### config.mk
export PLATFORM = sky130hd
export DESIGN_NAME = instruction_decode_flat
export DESIGN_NICKNAME = d
export VERILOG_FILES = /design/src/rtl/instruction_decode_if.sv /design/src/rtl/instruction_decode.sv /design/src/flat_wrapper.sv
export SDC_FILE = /design/constraint.sdc
export NUM_CORES = 2
export LEC_CHECK = 0
export BUFFER_PORTS_ARGS = -buffer_cell sky130_fd_sc_hd__buf_4
export CAP_MARGIN = 20
export CELL_PAD_IN_SITES_DETAIL_PLACEMENT = 2
export CELL_PAD_IN_SITES_GLOBAL_PLACEMENT = 2
export CORE_ASPECT_RATIO = 0.6
export CORE_MARGIN = 5
export CORE_UTILIZATION = 45
export DETAILED_ROUTE_END_ITERATION = 8
export PLACE_DENSITY_LB_ADDON = 0.1
export SYNTH_ARGS = -nofsm -noshare
export SYNTH_HDL_FRONTEND = slang
export SYNTH_SLANG_ARGS = --single-unit
### constraint.sdc
create_clock -name clk -period 5.34 [get_ports clk]
set_input_delay 0.801 -clock clk [delete_from_list [all_inputs] [get_ports clk]]
set_output_delay 0.801 -clock clk [all_outputs]
set_load 0.03 [all_outputs]
### src/rtl/instruction_decode_if.sv
// Bundle of all non-clock signals of the ID stage: the IF/ID word and the
// WB/MEM feedback going in, the ID/EX register and the branch/stall feedback to
// fetch coming out.
// There is no valid/ready pair. Every transfer happens on each rising clk
// edge. `stall` means "hold": fetch keeps IF/ID and the PC while ID/EX takes a
// bubble. `branch_taken` means "redirect": fetch loads branch_addr and zeroes
// IF/ID.
interface instruction_decode_if;
  logic [63:0] if_id_reg;
  logic        wb_reg_write;
  logic [4:0]  wb_write_reg;
  logic [31:0] wb_write_data;
  logic        mem_reg_write;
  logic [4:0]  mem_dest;
  logic        branch_taken;
  logic [31:0] branch_addr;
  logic        stall;
  logic [8:0]  id_ex_ctrl;
  logic [31:0] id_ex_rs_data;
  logic [31:0] id_ex_rt_data;
  logic [31:0] id_ex_imm;
  logic [4:0]  id_ex_rs;
  logic [4:0]  id_ex_rt;
  logic [4:0]  id_ex_rd;
  logic [5:0]  id_ex_funct;
  logic [31:0] id_ex_pc;

  // The decode stage itself.
  modport slave (
    input  if_id_reg, wb_reg_write, wb_write_reg, wb_write_data,
           mem_reg_write, mem_dest,
    output branch_taken, branch_addr, stall, id_ex_ctrl, id_ex_rs_data,
           id_ex_rt_data, id_ex_imm, id_ex_rs, id_ex_rt, id_ex_rd,
           id_ex_funct, id_ex_pc
  );

  // The surrounding pipeline: the fetch, MEM and WB stages.
  modport master (
    output if_id_reg, wb_reg_write, wb_write_reg, wb_write_data,
           mem_reg_write, mem_dest,
    input  branch_taken, branch_addr, stall, id_ex_ctrl, id_ex_rs_data,
           id_ex_rt_data, id_ex_imm, id_ex_rs, id_ex_rt, id_ex_rd,
           id_ex_funct, id_ex_pc
  );
endinterface

### src/rtl/instruction_decode.sv
// ID stage of the five-stage pipeline. It contains the register file with a
// write-through bypass and the control decode. It resolves beq/bne/j early in
// ID and detects load-use and branch-operand hazards. It also holds the ID/EX
// pipeline register.
module instruction_decode (
  input  logic clk,
  input  logic rst_n,
  instruction_decode_if.slave bus
);

  localparam logic [5:0] OP_RTYPE = 6'h00;
  localparam logic [5:0] OP_J     = 6'h02;
  localparam logic [5:0] OP_BEQ   = 6'h04;
  localparam logic [5:0] OP_BNE   = 6'h05;
  localparam logic [5:0] OP_ADDI  = 6'h08;
  localparam logic [5:0] OP_SLTI  = 6'h0A;
  localparam logic [5:0] OP_ANDI  = 6'h0C;
  localparam logic [5:0] OP_ORI   = 6'h0D;
  localparam logic [5:0] OP_LW    = 6'h23;
  localparam logic [5:0] OP_SW    = 6'h2B;

  logic [31:0] instr;
  logic [31:0] pc;
  logic [5:0]  op;
  logic [4:0]  rs;
  logic [4:0]  rt;
  logic [4:0]  rd;
  logic [15:0] imm16;
  logic [5:0]  funct;

  assign instr = bus.if_id_reg[63:32];
  assign pc    = bus.if_id_reg[31:0];
  assign op    = instr[31:26];
  assign rs    = instr[25:21];
  assign rt    = instr[20:16];
  assign rd    = instr[15:11];
  assign imm16 = instr[15:0];
  assign funct = instr[5:0];

  logic [31:0] regFile [32];
  logic [31:0] rsData;
  logic [31:0] rtData;

  logic [8:0]  idExCtrl;
  logic [31:0] idExRsData;
  logic [31:0] idExRtData;
  logic [31:0] idExImm;
  logic [4:0]  idExRs;
  logic [4:0]  idExRt;
  logic [4:0]  idExRd;
  logic [5:0]  idExFunct;
  logic [31:0] idExPc;

  // Register file. Reset clears every entry. Writes to $0 are dropped, so $0
  // stays zero even without the read-side guard.
  always_ff @(posedge clk) begin
    if (!rst_n) begin
      for (int i = 0; i < 32; i++) regFile[i] <= '0;
    end else if (bus.wb_reg_write && bus.wb_write_reg != 5'd0) begin
      regFile[bus.wb_write_reg] <= bus.wb_write_data;
    end
  end

  // Combinational reads. A same-cycle write-back is bypassed so ID sees the new value.
  always_comb begin
    rsData = regFile[rs];
    rtData = regFile[rt];
    if (rs == 5'd0)
      rsData = '0;
    else if (bus.wb_reg_write && bus.wb_write_reg == rs)
      rsData = bus.wb_write_data;
    if (rt == 5'd0)
      rtData = '0;
    else if (bus.wb_reg_write && bus.wb_write_reg == rt)
      rtData = bus.wb_write_data;
  end

  logic [8:0]  ctrl;
  logic [31:0] immExt;

  // Control vector {reg_write, mem_to_reg, mem_read, mem_write, alu_src,
  // reg_dst, alu_op[2:0]}. Branches, jumps, unknown opcodes and the all-zero
  // instruction are bubbles.
  always_comb begin
    ctrl = '0;
    case (op)
      OP_RTYPE: ctrl = 9'b100001_111;
      OP_LW:    ctrl = 9'b111010_000;
      OP_SW:    ctrl = 9'b000110_000;
      OP_ADDI:  ctrl = 9'b100010_000;
      OP_ANDI:  ctrl = 9'b100010_010;
      OP_ORI:   ctrl = 9'b100010_011;
      OP_SLTI:  ctrl = 9'b100010_100;
      default:  ctrl = '0;
    endcase
    if (instr == 32'd0) ctrl = '0;
  end

  // Logical immediates are zero-extended. All other immediates are sign-extended.
  always_comb begin
    immExt = {{16{imm16[15]}}, imm16};
    if (op == OP_ANDI || op == OP_ORI) immExt = {16'd0, imm16};
  end

  logic        isBeq;
  logic        isBne;
  logic        isJ;
  logic [31:0] pcPlus4;
  logic [31:0] branchTarget;
  logic [31:0] jumpTarget;
  logic [4:0]  exDest;
  logic        loadUse;
  logic        rsBranchHaz;
  logic        rtBranchHaz;
  logic        branchHaz;
  logic        stallInt;
  logic        takenInt;

  assign isBeq        = (op == OP_BEQ);
  assign isBne        = (op == OP_BNE);
  assign isJ          = (op == OP_J);
  assign pcPlus4      = pc + 32'd4;
  assign branchTarget = pcPlus4 + {immExt[29:0], 2'b00};
  assign jumpTarget   = {pcPlus4[31:28], instr[25:0], 2'b00};

  // Hazard detection. A load in EX blocks any reader of its rt. A branch must
  // wait until both of its operands can come from the register file or the
  // bypass, so it waits while a producer is still in EX or in MEM.
  always_comb begin
    exDest      = idExCtrl[3] ? idExRd : idExRt;
    loadUse     = idExCtrl[6] && (idExRt != 5'd0) &&
                  ((idExRt == rs) || (idExRt == rt));
    rsBranchHaz = (rs != 5'd0) &&
                  ((idExCtrl[8] && exDest == rs) ||
                   (bus.mem_reg_write && bus.mem_dest == rs));
    rtBranchHaz = (rt != 5'd0) &&
                  ((idExCtrl[8] && exDest == rt) ||
                   (bus.mem_reg_write && bus.mem_dest == rt));
    branchHaz   = (isBeq || isBne) && (rsBranchHaz || rtBranchHaz);
    stallInt    = loadUse || branchHaz;
  end

  // Early branch resolution. A stalled branch has stale operands, so it never redirects.
  always_comb begin
    takenInt = 1'b0;
    if (!stallInt)
      takenInt = isJ || (isBeq && rsData == rtData) || (isBne && rsData != rtData);
    bus.branch_addr = isJ ? jumpTarget : branchTarget;
  end

  assign bus.branch_taken = takenInt;
  assign bus.stall        = stallInt;

  // ID/EX register. Reset wins. A stall inserts an all-zero bubble. Otherwise
  // the decoded instruction is loaded; a taken branch loads ctrl=0 because
  // branches decode that way.
  always_ff @(posedge clk) begin
    if (!rst_n || stallInt) begin
      idExCtrl   <= '0;
      idExRsData <= '0;
      idExRtData <= '0;
      idExImm    <= '0;
      idExRs     <= '0;
      idExRt     <= '0;
      idExRd     <= '0;
      idExFunct  <= '0;
      idExPc     <= '0;
    end else begin
      idExCtrl   <= ctrl;
      idExRsData <= rsData;
      idExRtData <= rtData;
      idExImm    <= immExt;
      idExRs     <= rs;
      idExRt     <= rt;
      idExRd     <= rd;
      idExFunct  <= funct;
      idExPc     <= pc;
    end
  end

  assign bus.id_ex_ctrl    = idExCtrl;
  assign bus.id_ex_rs_data = idExRsData;
  assign bus.id_ex_rt_data = idExRtData;
  assign bus.id_ex_imm     = idExImm;
  assign bus.id_ex_rs      = idExRs;
  assign bus.id_ex_rt      = idExRt;
  assign bus.id_ex_rd      = idExRd;
  assign bus.id_ex_funct   = idExFunct;
  assign bus.id_ex_pc      = idExPc;

endmodule

### src/flat_wrapper.sv
// flat-port wrapper written by rule: the top's interface ports become plain ports
module instruction_decode_flat 
  (clk, rst_n, bus_if_id_reg, bus_wb_reg_write, bus_wb_write_reg, bus_wb_write_data, bus_mem_reg_write, bus_mem_dest, bus_branch_taken, bus_branch_addr, bus_stall, bus_id_ex_ctrl, bus_id_ex_rs_data, bus_id_ex_rt_data, bus_id_ex_imm, bus_id_ex_rs, bus_id_ex_rt, bus_id_ex_rd, bus_id_ex_funct, bus_id_ex_pc);
  instruction_decode_if bus_i ();
  input  logic clk;
  input  logic rst_n;
  input wire logic [$bits(bus_i.if_id_reg)-1:0] bus_if_id_reg;
  input wire logic [$bits(bus_i.wb_reg_write)-1:0] bus_wb_reg_write;
  input wire logic [$bits(bus_i.wb_write_reg)-1:0] bus_wb_write_reg;
  input wire logic [$bits(bus_i.wb_write_data)-1:0] bus_wb_write_data;
  input wire logic [$bits(bus_i.mem_reg_write)-1:0] bus_mem_reg_write;
  input wire logic [$bits(bus_i.mem_dest)-1:0] bus_mem_dest;
  output wire logic [$bits(bus_i.branch_taken)-1:0] bus_branch_taken;
  output wire logic [$bits(bus_i.branch_addr)-1:0] bus_branch_addr;
  output wire logic [$bits(bus_i.stall)-1:0] bus_stall;
  output wire logic [$bits(bus_i.id_ex_ctrl)-1:0] bus_id_ex_ctrl;
  output wire logic [$bits(bus_i.id_ex_rs_data)-1:0] bus_id_ex_rs_data;
  output wire logic [$bits(bus_i.id_ex_rt_data)-1:0] bus_id_ex_rt_data;
  output wire logic [$bits(bus_i.id_ex_imm)-1:0] bus_id_ex_imm;
  output wire logic [$bits(bus_i.id_ex_rs)-1:0] bus_id_ex_rs;
  output wire logic [$bits(bus_i.id_ex_rt)-1:0] bus_id_ex_rt;
  output wire logic [$bits(bus_i.id_ex_rd)-1:0] bus_id_ex_rd;
  output wire logic [$bits(bus_i.id_ex_funct)-1:0] bus_id_ex_funct;
  output wire logic [$bits(bus_i.id_ex_pc)-1:0] bus_id_ex_pc;
  assign bus_i.if_id_reg = bus_if_id_reg;
  assign bus_i.wb_reg_write = bus_wb_reg_write;
  assign bus_i.wb_write_reg = bus_wb_write_reg;
  assign bus_i.wb_write_data = bus_wb_write_data;
  assign bus_i.mem_reg_write = bus_mem_reg_write;
  assign bus_i.mem_dest = bus_mem_dest;
  assign bus_branch_taken = bus_i.branch_taken;
  assign bus_branch_addr = bus_i.branch_addr;
  assign bus_stall = bus_i.stall;
  assign bus_id_ex_ctrl = bus_i.id_ex_ctrl;
  assign bus_id_ex_rs_data = bus_i.id_ex_rs_data;
  assign bus_id_ex_rt_data = bus_i.id_ex_rt_data;
  assign bus_id_ex_imm = bus_i.id_ex_imm;
  assign bus_id_ex_rs = bus_i.id_ex_rs;
  assign bus_id_ex_rt = bus_i.id_ex_rt;
  assign bus_id_ex_rd = bus_i.id_ex_rd;
  assign bus_id_ex_funct = bus_i.id_ex_funct;
  assign bus_id_ex_pc = bus_i.id_ex_pc;
  instruction_decode u_core (.clk(clk), .rst_n(rst_n), .bus(bus_i));
endmodule
==> results <==
- The proportion of synthesized flip-flops having asynchronous set or reset is 0.
- At the end of routability-driven placement, the weighted congestion stood at 0.947.
- The fraction of the cycle the final worst path needs is 1.01.
- At the later pin of the worst-skew pair, clock insertion delay measures 0.77 ns.
- The gate count after technology mapping is 4495.
- The hold buffer count at cts is 0.
- The cell type contributing the most total cell area after synthesis is sky130_fd_sc_hd__edfxtp_1.
- Setup violations remaining at the end of the flow were counted as 1.
- The starting density of the core is 0.455.
- In the routed design, unresolved DRC markers number 0.
- Averaged over all synthesized cells, the footprint is 13.9 sq um.
- The worst relative slew slack is 0.197.
- The worst-case clock buffer depth is 3.
- On the worst path, the slowest cell contributes a delay of 0.49 ns.
- The kind of launch point of the worst setup path is a primary input.
- The warning count from the yosys run is 0.
- The commonest cells after synthesis are sky130_fd_sc_hd__edfxtp_1, sky130_fd_sc_hd__and2_1, sky130_fd_sc_hd__mux4_2.
- Entering global routing, the biggest net connects 52 pins.
- The family with the most delay on the worst path is simple AND/OR/NAND/NOR gates.
- The synthesized design contains 1156 register bits.
- The peak fanout along the critical path is 18.
- The path class of the lowest-slack min-delay path is in2reg.
- Summing over every cut layer, the via total after detailed routing is 49700.
- The placed wire-length estimate is 204000 um.
- The data arrival time at the worst-slack endpoint is 4.60 ns.
- Among all flip-flop cells after synthesis, the most frequent one is sky130_fd_sc_hd__edfxtp_1.
- The floorplan has 105 rows.
- The count of endpoints failing hold in the final timing report was 0.
- The total power per unit cell area is 321 nW/um^2.
- The portion of synthesized area spent on multiplexers is 0.205.
- The xor and xnor area share after synthesis is 0.0187.
- Walking the worst path, the cells encountered are clkbuf_8 -> xnor2_1 -> nand4_1 -> buf_4 -> buf_4 -> or2_2 -> buf_4 -> nand4_1 -> a21oi_1 -> xnor2_2 -> or4_1 -> nor4_4 -> a21oi_1 -> or3_1 -> buf_4.
- For the worst setup path, the data required time is 4.54 ns.
- The number of buffers created by CTS is 114.
- The worst path in the final design needs a cycle of 5.40 ns, including I/O delays and setup.
- In the global route stage, overall resource usage came out at 0.409.
- On the final layout, the worst clock skew is 0.0320 ns.
- The number of antenna violations at the first check in global routing is 59.
- The run finished, with violations left.
- Yosys attributes the largest share of cell area to sky130_fd_sc_hd__edfxtp_1, sky130_fd_sc_hd__mux4_2, sky130_fd_sc_hd__and2_1.
- The area growth from synthesis to layout is 19.7%.
- The area share of the leading cell type in the synthesized netlist is 0.493.
- The first TritonRoute pass finished after 6 iterations.
- The via-per-instance ratio is 7.18.
- The area inside the core boundary is 137000 sq um.
- The post-detailed-routing wire length is 308000 um.
- For this run, the register share of the synthesized area comes to 0.535.
- The H-tree was split into 3 levels.
- The number of global-route vias before repair was 49800.
- The critical path contains buffers and inverters numbering 5 combined.
- The floorplan step set the die height to 299 um.
- Clock tree synthesis found a total of 1156 sinks.
- The checks that failed: setup timing.
- The worst setup path is captured at an output port.
- The synthesized-area fraction occupied by and/or/nand/nor cells is 0.152.
- By area, the combinational part of the netlist is dominated by multiplexers.
- The first global-routing pass estimated 420000 um of wire.
- The cell area that synthesis handed to floorplanning was 62400 sq um.
- The library cell with the highest instance count after synthesis is sky130_fd_sc_hd__edfxtp_1.
- The remaining antenna violation count is 0.
- The measured slew at the worst slew-check pin is 1.20 ns.
- The post-synthesis compound-gate area fraction was 0.0484.
- The total global routing overflow is 0.
- The routed wirelength normalized by instance count is 44.5 um.
- The clock-pin transition on the worst setup and hold timing paths is 0.07 ns.
- The die width is 491 um.
- By instance count, the cell type seen most on the critical path is sky130_fd_sc_hd__buf_4.
- After the last flow step, the layout net total stands at 5104.
- The slowest stage of the critical path is the sky130_fd_sc_hd__or4_1 cell.
- Based on the critical path, the design can be clocked at up to 185 MHz.
- The maximum vdd drop is 259 uV.
- The starting DRC count in detailed routing is 8553.
- The worst slack on hold paths is 0.310 ns.
- At the placement stage, the worst setup path has a slack of -0.317 ns.
- Across the run, the number of max-cap violations was 0.
- The die covers 147000 sq um.
- The worst setup path is of the in2out kind.
- For this design the top-level I/O count stands at 302.
- In the post-route analysis, the smallest setup slack over all paths is -0.0561 ns.
- The final count of pins violating max slew is 0.
- The leakage power total is 0.0271 uW.
- The number of different library cells used by synthesis comes to 88.
- The number of port buffers is 301.
- The clock tree root buffer cell is sky130_fd_sc_hd__clkbuf_16.
- Of the total synthesized cell area, the portion taken by full adders, half adders and majority gates is 0.00605.
- The number of flops mapped to enable cells by yosys is 1024.
- The clock tree from TritonCTS is yes.
- Of the cells placed in the final design, the portion with a size suffix greater than 1 is 0.331.
[path summary, 6_finish.rpt]
path,cells past startpoint,start,slack [ns],to
worst max-delay path,15,bus_if_id_reg[50],-0.06,bus_branch_taken
worst min register to register,6,u_core.regFile[4][28]$_SDFFCE_PN0P_,1.17,u_core.bus.id_ex_rs_data[28]$_SDFF_PP0_
worst min-delay path,2,bus_if_id_reg[30],0.31,u_core.bus.id_ex_pc[30]$_SDFF_PP0_
worst max register to register,9,u_core.bus.id_ex_ctrl[3]$_SDFF_PP0_,1.71,u_core.bus.id_ex_rs_data[1]$_SDFF_PP0_
[through the flow]
step	utilization	total power (uW)	cell area [sq um]	TNS (ns)	instances
after floorplan	-	12900	62500	0	4526
after global placement	0.508	14800	69700	-1.05	6624
after detailed placement	0.509	15000	69800	-1.65	6628
after CTS	0.539	23700	74000	-0.0648	6851
after global routing	0.544	24400	74600	-0.178	6888
final	0.544	24000	74700	-0.0561	6926
[cell usage in the layout, fill, tap and decap left out, drive strengths merged, types with 8 or more instances in the layout]
cell,netlist,routed
edfxtp,1024,1024
mux4,515,515
and2,1008,1008
nand2b,22,22
mux2,24,24
a311oi,15,15
nor2b,53,53
and3,88,88
bufinv,0,9
conb,1,32
and4,8,8
inv,24,31
a21oi,96,96
nor4,23,23
a221oi,8,8
a22oi,49,49
dfxtp,132,132
a211oi,41,41
xor2,46,46
o22ai,50,50
a21o,11,11
or2,14,14
a32oi,12,12
or3,16,16
nand2,74,74
a31oi,11,11
buf,156,783
mux2i,91,91
nor3,37,37
o21ai,84,84
ha,27,27
clkbuf,306,152
nand4,21,21
a2111oi,10,10
xnor2,85,85
diode,0,43
nand3,59,59
nor2,166,166
clkinv,0,44
o211ai,8,8
[area by class of cell]
cell class | count | area [sq um]
clock buffer | 150 | 3360
timing repair buffer | 786 | 6990
clock inverter | 64 | 571
sequential | 1156 | 33400
inverter | 24 | 91.3
multi-input combinational | 2884 | 27900
fill | 12300 | 62600
antenna | 43 | 108
tap | 1819 | 2280
[logic make-up after synthesis]
family,Yosys count
fa+ha+maj,30
compound gates,450
other cells,1
flops,1156
simple gates,1611
xor+xnor,131
mux,630
buf+inv,486
[power breakdown]
group / total (uW) / internal [uW] / switching, uW
logic: 4460 / 1730 / 2730
registers: 10700 / 10400 / 341
clock network: 8810 / 4870 / 3950
[sequential cells by signal (all words and copies together) (netlist names)]
register                  flops
u_core.bus.id_ex_rs_data     32
u_core.bus.id_ex_rd           4
u_core.bus.id_ex_imm          9
u_core.bus.id_ex_pc          32
u_core.bus.id_ex_rt           5
u_core.bus.id_ex_ctrl         8
u_core.regFile             1024
u_core.bus.id_ex_funct        5
u_core.bus.id_ex_rs           5
u_core.bus.id_ex_rt_data     32
[worst reg2reg max path, stage by stage (launching register included)]
cell,delay (ns)
sky130_fd_sc_hd__dfxtp_1,0.52
sky130_fd_sc_hd__mux2i_1,0.41
sky130_fd_sc_hd__xnor2_1,0.17
sky130_fd_sc_hd__nor4_1,0.09
sky130_fd_sc_hd__a31oi_1,0.21
sky130_fd_sc_hd__o22ai_1,0.14
sky130_fd_sc_hd__a21oi_4,0.19
sky130_fd_sc_hd__buf_4,0.47
sky130_fd_sc_hd__buf_4,0.63
sky130_fd_sc_hd__and3_1,0.66
[metal layers]
metal / wire length (um) / vias up / global-route usage
li1: - / 18000 / -
met2: 130000 / 4583 / 0.580
met5: 208 / - / 0.00357
met4: 16400 / 20 / 0.190
met1: 116000 / 26100 / 0.560
met3: 45200 / 1009 / 0.151
[repair_timing]
item | in CTS | in global routing
cloned | 1 | 1
setup endpoints to repair | 9 | 10
pin swaps | 9 | 24
resized for setup | 24 | 66
buffers inserted | 8 | 27
No activity file was read; power rests on OpenSTA's default activity.
